### src/rtl/fm_pkg.sv
// Shared FM synthesizer bus widths and the write-buffer entry format.
package fm_pkg;

  localparam int FM_ADDR_W        = 8;
  localparam int FM_DATA_W        = 32;
  localparam int FM_WRBUF_ENTRY_W = FM_ADDR_W + FM_DATA_W;

  // One queued register write; addr occupies the upper byte of the 40-bit word.
  typedef struct packed {
    logic [FM_ADDR_W-1:0] addr;
    logic [FM_DATA_W-1:0] data;
  } fm_entry_t;

endpackage

### src/rtl/fm_wrbuf_mem.sv
// Entry storage for the write buffer: simple dual-port RAM with a
// synchronous write port and an asynchronous read port, so the FIFO head
// is visible on the drain side without a read-latency stage.
module fm_wrbuf_mem
  import fm_pkg::*;
#(
  parameter int DEPTH_LOG2 = 4
) (
  input  logic                  clk,
  input  logic                  wen,
  input  logic [DEPTH_LOG2-1:0] waddr,
  input  fm_entry_t             wdata,
  input  logic [DEPTH_LOG2-1:0] raddr,
  output fm_entry_t             rdata
);

  // Contents are never reset; the pointers define which entries are live.
  fm_entry_t mem [2**DEPTH_LOG2];

  // Write port: store the pushed entry at the write pointer.
  always_ff @(posedge clk) begin
    if (wen) mem[waddr] <= wdata;
  end

  assign rdata = mem[raddr];

endmodule

### src/rtl/fm_wrbuf.sv
// CPU -> FM synthesizer write buffer. CPU writes are queued and drained in
// order whenever the synthesizer is not stalling; CPU reads pass straight
// through but are held off until every queued write has landed.
module fm_wrbuf
  import fm_pkg::*;
#(
  parameter int DEPTH_LOG2 = 4   // legal 1..6
) (
  input  logic                  clk,
  input  logic                  reset_n,
  input  logic [FM_ADDR_W-1:0]  cpu_addr,
  input  logic [FM_DATA_W-1:0]  cpu_wrdata,
  input  logic                  cpu_wren,
  input  logic                  cpu_rden,
  output logic [FM_DATA_W-1:0]  cpu_rddata,
  output logic                  cpu_wait,
  output logic [FM_ADDR_W-1:0]  fm_addr,
  output logic [FM_DATA_W-1:0]  fm_wrdata,
  output logic                  fm_wren,
  input  logic                  fm_wait,
  input  logic [FM_DATA_W-1:0]  fm_rddata,
  output logic [DEPTH_LOG2:0]   level,
  output logic                  empty
);

  localparam int                PTR_W    = DEPTH_LOG2 + 1;
  localparam logic [PTR_W-1:0]  FULL_LVL = {1'b1, {DEPTH_LOG2{1'b0}}};

  // The extra pointer MSB distinguishes full from empty; both wrap freely.
  logic [PTR_W-1:0] wr_ptr, rd_ptr;
  logic             full, push, pop;
  fm_entry_t        head, wentry;

  assign level  = wr_ptr - rd_ptr;
  assign empty  = (level == '0);
  assign full   = (level == FULL_LVL);

  // No same-cycle bypass: a full buffer stalls the CPU even while popping.
  assign push   = cpu_wren && !full;
  assign pop    = fm_wren && !fm_wait;

  // Reads wait for an empty buffer, which gives read-after-write ordering.
  assign cpu_wait = (cpu_wren && full) || (cpu_rden && !empty);

  // Write has priority over an (illegal) simultaneous read.
  assign cpu_rddata = (cpu_rden && !cpu_wren && empty) ? fm_rddata : '0;

  assign wentry.addr = cpu_addr;
  assign wentry.data = cpu_wrdata;

  // When idle the synthesizer address follows the CPU so reads pass through.
  assign fm_wren   = !empty;
  assign fm_addr   = empty ? cpu_addr : head.addr;
  assign fm_wrdata = empty ? '0       : head.data;

  fm_wrbuf_mem #(.DEPTH_LOG2(DEPTH_LOG2)) u_mem (
    .clk   (clk),
    .wen   (push),
    .waddr (wr_ptr[DEPTH_LOG2-1:0]),
    .wdata (wentry),
    .raddr (rd_ptr[DEPTH_LOG2-1:0]),
    .rdata (head)
  );

  // Pointer update; async reset discards every pending entry at once.
  always_ff @(posedge clk or negedge reset_n) begin
    if (!reset_n) begin
      wr_ptr <= '0;
      rd_ptr <= '0;
    end else begin
      if (push) wr_ptr <= wr_ptr + 1'b1;
      if (pop)  rd_ptr <= rd_ptr + 1'b1;
    end
  end

endmodule
### config.mk
export PLATFORM = sky130hd
export DESIGN_NAME = fm_wrbuf
export DESIGN_NICKNAME = d
export VERILOG_FILES = /design/src/rtl/fm_pkg.sv /design/src/rtl/fm_wrbuf_mem.sv /design/src/rtl/fm_wrbuf.sv
export SDC_FILE = /design/constraint.sdc
export NUM_CORES = 1
export LEC_CHECK = 0
export ABC_CLOCK_PERIOD_IN_PS = 4950
export CORE_ASPECT_RATIO = 1.25
export CORE_UTILIZATION = 50
export CTS_CLUSTER_DIAMETER = 60
export CTS_CLUSTER_SIZE = 28
export DETAILED_ROUTE_END_ITERATION = 8
export HOLD_SLACK_MARGIN = 0.05
export PLACE_DENSITY = 0.72
export SETUP_SLACK_MARGIN = 0.1
export SLEW_MARGIN = 10
export SYNTH_ARGS = -nofsm -noshare
export SYNTH_HDL_FRONTEND = slang
export SYNTH_SLANG_ARGS = --single-unit
### constraint.sdc
create_clock -name clk -period 4.95 [get_ports clk]
set_input_delay 1.2375 -clock clk [delete_from_list [all_inputs] [get_ports clk]]
set_output_delay 1.2375 -clock clk [all_outputs]
set_load 0.02 [all_outputs]
==> results of run 1 <==
routing by layer:
metal / up-vias / GRT usage [%] / wire [um]
met1: 6547 / 28.63 / 21820
met5: - / 0 / 17
met2: 459 / 37.22 / 27960
met3: 60 / 2.629 / 3419
li1: 5248 / - / -
met4: 2 / 4.834 / 941
power by group:
part	switching (W)	internal, W
clock network	0.00167	0.00124
registers	0.000160	0.00667
logic	0.00360	0.00283
total	0.00543	0.0107
area by class of cell:
type | instances | area share, %
Multi-Input combinational cell | 461 | 19.52
Sequential cell | 650 | 67.33
Timing Repair Buffer | 214 | 6.941
Tap cell | 651 | 2.815
Inverter | 9 | 0.1168
Clock inverter | 16 | 0.5406
Clock buffer | 35 | 2.733
worst max-delay path: cells and delay by family, from the launching register on:
kind	cells	cell delay [ps]
AND/OR/NAND/NOR	1	180
flip-flops	1	520
AO/OA/AOI/OAI	3	630
buffers and inverters	5	880
adder cells (fa/ha/maj)	2	670
synthesized netlist by cell type (all sizes together):
library cell / n / area share [%]
and2b: 1 / 0.030
a21oi: 2 / 0.039
inv: 8 / 0.12
or3: 1 / 0.044
a21boi: 1 / 0.030
a22oi: 1 / 0.084
nor2b: 2 / 0.049
nor4: 1 / 0.025
edfxtp: 640 / 76
clkbuf: 28 / 0.41
a2111o: 1 / 0.044
mux2i: 32 / 1.3
a211oi: 32 / 0.95
xnor2: 4 / 0.14
dfrtp: 10 / 0.99
o31ai: 8 / 0.24
xor2: 6 / 0.21
buf: 34 / 0.66
o22ai: 16 / 0.39
nand2b: 2 / 0.049
o21ai: 1 / 0.020
clkinv: 1 / 0.015
nor3b: 1 / 0.030
and2: 34 / 0.84
fa: 1 / 0.079
nand4b: 1 / 0.035
o21a: 1 / 0.030
o2111a: 1 / 0.044
mux4: 160 / 14
nand4: 2 / 0.049
and3: 49 / 1.2
nand3b: 1 / 0.030
mux2: 2 / 0.089
a21o: 1 / 0.030
and3b: 2 / 0.069
nor3: 1 / 0.020
nand2: 77 / 1.1
nor2: 7 / 0.10
ha: 9 / 0.44
flip-flops by register name (all words and copies together) (netlist names):
name and count:
u_mem.mem 640, rd_ptr 5, wr_ptr 5
through the flow:
stage | hold slack (ps) | power (W) | cell area [um^2]
global route | 523.7 | 0.01689 | 28930
finish | 497.0 | 0.01617 | 28930
floorplan | 461.7 | 0.01105 | 25370
detailed placement | 483.6 | 0.01360 | 28050
CTS | 497.1 | 0.01634 | 29020
global placement | 476.5 | 0.01350 | 28050
what timing repair did:
item                                    4_1_cts  5_1_grt
endpoints found under the hold margin         0        0
endpoints found under the setup margin       75       64
buffers inserted                              2        9
gates cloned                                  1        0
pin swaps                                     2        1
gates resized for setup                      91      104
worst paths after layout:
path | to | slack [ps]
setup / recovery | fm_wrdata[4] | 220
hold / removal | rd_ptr[4]$_DFFE_PN0P_ | 500
setup reg to reg | u_mem.mem[9][37]$_DFFE_PP_ | 1070
hold reg to reg | rd_ptr[4]$_DFFE_PN0P_ | 500
max in group asynchronous | rd_ptr[0]$_DFFE_PN0P_ | 3550
min in group asynchronous | rd_ptr[1]$_DFFE_PN0P_ | 970
logic make-up after synthesis:
group / after synthesis
fa+ha+maj: 10
compound gates: 65
flops: 650
simple gates: 182
xor+xnor: 10
buf+inv: 71
mux: 194
==> impl_metrics.yaml, run 1 <==
worst_setup_path:
  slowest_stage: "dfrtp_4"
  startpoint: "rd_ptr[0]$_DFFE_PN0P_"
  worst_setup_path_end_kind: "output port"
  ff2ff_path_depth: 10
  critPathLaunchType: "register"
  r2r-start: "wr_ptr[0]$_DFFE_PN0P_"
  path_cells: "ha_1, inv_1, fa_2, nand2b_1, a2111o_1, a22oi_4, buf_4, buf_12, buf_4, a211oi_2, dlygate4sd2_1"
  worstPathRequired_ps: 3710
  crit_path_max_fanout: 16
  crit_arrival_ps: 3490
  cpPeakStageDelay_ps: 520
  crit_type: "register to output port"
  cp_common_cell: "buf_4"
finish:
  layout_common_cells: "edfxtp_1 (640), mux4_2 (160), clkdlybuf4s50_1 (81)"
  antenna_cells: 0
  area_growth_syn_to_layout_pct: 14.06
  layout.cells.most_common: "edfxtp_1"
  drive_above_1_share_pct: 24.84
  multiInputGateArea_um2: 5648
  fin_nets: 1453
  final_core_util_pct: 58.15
  instances_no_fill: 2036
  fillers: 3589
  seq_area_um2: 19480
logic_synthesis:
  synth_top_family_by_area: "multiplexers"
  synth-xor-area-share_pct: 0.3453
  synthAdderAreaFrac_pct: 0.5229
  synth_area_per_cell_um2: 21.46
  ys_types: 42
  synth-seq-cells: 650
  syn_inst: 1182
  muxShareOfSynthArea_pct: 15.56
  synth-compound-area-share_pct: 1.899
  synthSimpleGateAreaFrac_pct: 3.719
  synth.yosys.seq_area_share_pct: 76.75
  yosys_warnings: 0
  synthesis.area_um2: 25370
  syn-num-nets: 1269
routing:
  ant_nets: 0
  drt-initial-drc-count: 1063
  firstDrtPassIters: 5
  num_vias: 12320
  post_drt_wl_per_cell_um: 26.60
  vias_per_cell: 6.049
  routed_wirelength_mm: 54.16
  drc_errors: 0
sta:
  setup_slack_ps: 221.7
  tightest_slew_ps: 859.7
  hold_viol: 0
  finalClockSkew_ps: 21.60
  setup_viol: 0
  maxSlewViolCount: 0
  fin_crit_sh_pct: 95.52
  finalCriticalPeriod_ps: 4728
  tns_ps: 0
  relSlewSlack_pct: 42.69
  rsz0062_at_grt: "true"
  fmax_mhz: 211.5
place:
  dp_hpwl_mm: 29.29
  dpl.cell_count: 1973
  portBuffers: 156
  place_ws_ps: 422.9
  gp_congestion: 0.7227
global_route:
  antenna_found_initial: 1
  track_usage_pct: 21.27
  overflow: 0
  grt_pass1_vias: 12580
  grt_max_degree: 117
  grt_pass1_wl_mm: 80.28
clocking:
  cts_buffer_depth: 3
  cts_tree: "yes"
  cts_sinks: 650
  cts-root-buf: "clkbuf_16"
  insertion_delay_ps: 620
  cts.htree.levels: 1
  cts-hold-fix-buffers: 0
  cts_buffers: 30
  clkTransAtPathRegs_ps: 100
flow_run:
  cap_violations: 0
floorplanning:
  initial_core_util_pct: 50.98
  die_area_um2: 51640
  io_pins: 157
  num_rows: 91
  fp.coreArea_um2: 49760
  die_x_um: 203.5
  die_h_um: 253.8
hold_path:
  hold_path.class: "register to register"
  hp-start: "rd_ptr[4]$_DFFE_PN0P_"
  min_path_cells: 1
power:
  p_leak_nw: 9.474
  max-vdd-ir-drop_mv: 0.5843
  p_per_area_nw_per_um2: 559.0
status:
  status: "completed"
Note: power is estimated with default switching activity, not from simulation.
==> run 2, diff against run 1 <==
--- a/config.mk
+++ b/config.mk
@@ -12,7 +12,7 @@
 export CTS_CLUSTER_SIZE = 28
 export DETAILED_ROUTE_END_ITERATION = 8
 export HOLD_SLACK_MARGIN = 0.05
-export PLACE_DENSITY = 0.72
+export PLACE_DENSITY = 0.7
 export SETUP_SLACK_MARGIN = 0.1
 export SLEW_MARGIN = 10
 export SYNTH_ARGS = -nofsm -noshare
==> run 2 against run 1 <==
  * Combinational power fell by 0.9%
  * Final cell count fell by 0.69%
  * Flip-flop and latch count did not move
  * Critical path type unchanged
  * Critical endpoint is now fm_wrdata[16]
  * Highest routed layer unchanged
==> impl_metrics.yaml, run 2 (synthesized netlist as in run 1, its figures left out) <==
status:
  status: "completed"
power:
  intPower_w: 0.01075
  seq_power_share_pct: 42.1
  comb_power_share_pct: 39.4
  p_switching_w: 0.005431
  clkPwrFrac_pct: 18.4
  max-vdd-ir-drop_mv: 0.5303
  p_leak_nw: 9.470
  power_w: 0.01618
  p_per_area_nw_per_um2: 559.9
  switching_share_pct: 33.56
sta:
  rsz0062_at_grt: "true"
  finalClockSkew_ps: 16.35
  fmax_mhz: 205.9
  relSlewSlack_pct: 42.46
  tightest_slew_ps: 863.2
  setup_viol: 0
  fin_crit_sh_pct: 98.11
  maxSlewViolCount: 0
  timing.hold.ws_ps: 501.3
  finalCriticalPeriod_ps: 4857
  setup_slack_ps: 93.38
  hold_viol: 0
global_route:
  track_usage_pct: 20.98
  use_met3_pct: 2.283
  use_met2_pct: 36.88
  met1_usage_pct: 28.22
  antenna_found_initial: 2
  grt_pass1_wl_mm: 78.86
  grt_max_degree: 117
  overflow: 0
  grt_pass1_vias: 12570
  grt-busiest-layer: "met2"
floorplanning:
  io_pins: 157
  die_area_um2: 51640
  die_x_um: 203.5
  num_rows: 91
  fp.coreArea_um2: 49760
  initial_core_util_pct: 50.98
  die_h_um: 253.8
worst_setup_path:
  worst_setup_path_end_kind: "output port"
  crit_type: "register to output port"
  startpoint: "rd_ptr[0]$_DFFE_PN0P_"
  worstPathRequired_ps: 3710
  crit_path_max_fanout: 19
  r2r-start: "wr_ptr[0]$_DFFE_PN0P_"
  critPathLaunchType: "register"
  crit_arrival_ps: 3620
  rrSetupSlack_ps: 1060
  r2r-end: "u_mem.mem[7][26]$_DFFE_PP_"
  ff2ff_path_depth: 10
  endpoint: "fm_wrdata[16]"
finish:
  drive_above_1_share_pct: 24.45
  multiInputGateArea_um2: 5657
  regMostFlops: "u_mem.mem"
  fin_nets: 1439
  largest_reg_flops: 640
  layout_common_cells: "edfxtp_1 (640), mux4_2 (160), clkdlybuf4s50_1 (82)"
  layout.cells.most_common: "edfxtp_1"
  fillers: 3573
  seq_area_um2: 19480
  top_regs: "u_mem.mem (640), rd_ptr (5), wr_ptr (5)"
  area_growth_syn_to_layout_pct: 13.95
  instances_no_fill: 2022
routing:
  ant_nets: 0
  vias_per_cell: 6.024
  drt-initial-drc-count: 1194
  drc_errors: 0
  post_drt_wl_per_cell_um: 26.56
  num_vias: 12180
  routed_wirelength_mm: 53.71
  firstDrtPassIters: 5
clocking:
  clkTransAtPathRegs_ps: 100
  cts.htree.levels: 1
  cts-root-buf: "clkbuf_16"
  cts_sinks: 650
  cts_buffers: 31
  cts_tree: "yes"
  cts_buffer_depth: 3
  cts-hold-fix-buffers: 0
  insertion_delay_ps: 610
flow_run:
  cap_violations: 0
place:
  gp_congestion: 0.7369
  place_ws_ps: 381.2
  dpl.cell_count: 1964
  portBuffers: 156
  dp_hpwl_mm: 28.24
hold_path:
  hold_path.class: "register to register"
run 2: cell type report:
cell class	instances	area share, %
antenna	1	0.008657
timing repair buffer	199	6.623
multi-input combinational	461	19.57
clock buffer	32	2.697
tap	651	2.818
clock inverter	19	0.7705
sequential	650	67.40
inverter	9	0.1169
run 2: through the flow:
step	TNS [ps]	cell area (um^2)	utilization [%]
after floorplan	0	25370	-
after CTS	-36.67	28990	58.26
after global placement	0	27970	56.22
after global routing	-2.558	28910	58.09
after detailed placement	0	27970	56.22
final	0	28910	58.09
run 2: power by group through the flow:
stage / logic (W) / registers [W] / clock network, W
4_1_cts: 0.00651 / 0.00683 / 0.00304
3_5_place_dp: 0.00657 / 0.00695 / 0
6_report: 0.00638 / 0.00682 / 0.00298
3_3_place_gp: 0.00653 / 0.00691 / 0
2_1_floorplan: 0.00416 / 0.00689 / 0
5_1_grt: 0.00681 / 0.00686 / 0.00321
run 2: worst min-delay path by stage:
stage,from,endpoint,slack (ps),cells past startpoint
6_report,wr_ptr[4]$_DFFE_PN0P_,wr_ptr[4]$_DFFE_PN0P_,500,1
5_1_grt,rd_ptr[4]$_DFFE_PN0P_,rd_ptr[4]$_DFFE_PN0P_,540,1
4_1_cts,wr_ptr[4]$_DFFE_PN0P_,wr_ptr[4]$_DFFE_PN0P_,500,1
3_5_place_dp,wr_ptr[4]$_DFFE_PN0P_,wr_ptr[4]$_DFFE_PN0P_,490,1
3_3_place_gp,rd_ptr[4]$_DFFE_PN0P_,rd_ptr[4]$_DFFE_PN0P_,480,1
2_1_floorplan,wr_ptr[4]$_DFFE_PN0P_,wr_ptr[4]$_DFFE_PN0P_,460,1
run 2: worst max-delay path, cell delays in order, from the launching register on:
cell and delay [ps]:
dfrtp_4 510, ha_1 220, inv_1 70, fa_1 440
nand2b_4 160, a2111o_1 410, a22oi_4 210, buf_8 260
a211oi_1 120, clkdlybuf4s50_1 600
run 2: timing repair:
item                                   4_1_cts  5_1_grt
gates resized for setup                     81      128
pin swaps                                    0        2
setup buffers                                1        4
endpoints found under the hold margin        0        0
setup endpoints to repair                   75       72
gates cloned                                 1        0
run 2: layer usage:
metal,up-vias,routed length (um)
met5,-,11
met4,2,994
met3,60,3152
met2,437,27810
met1,6462,21740
li1,5219,-
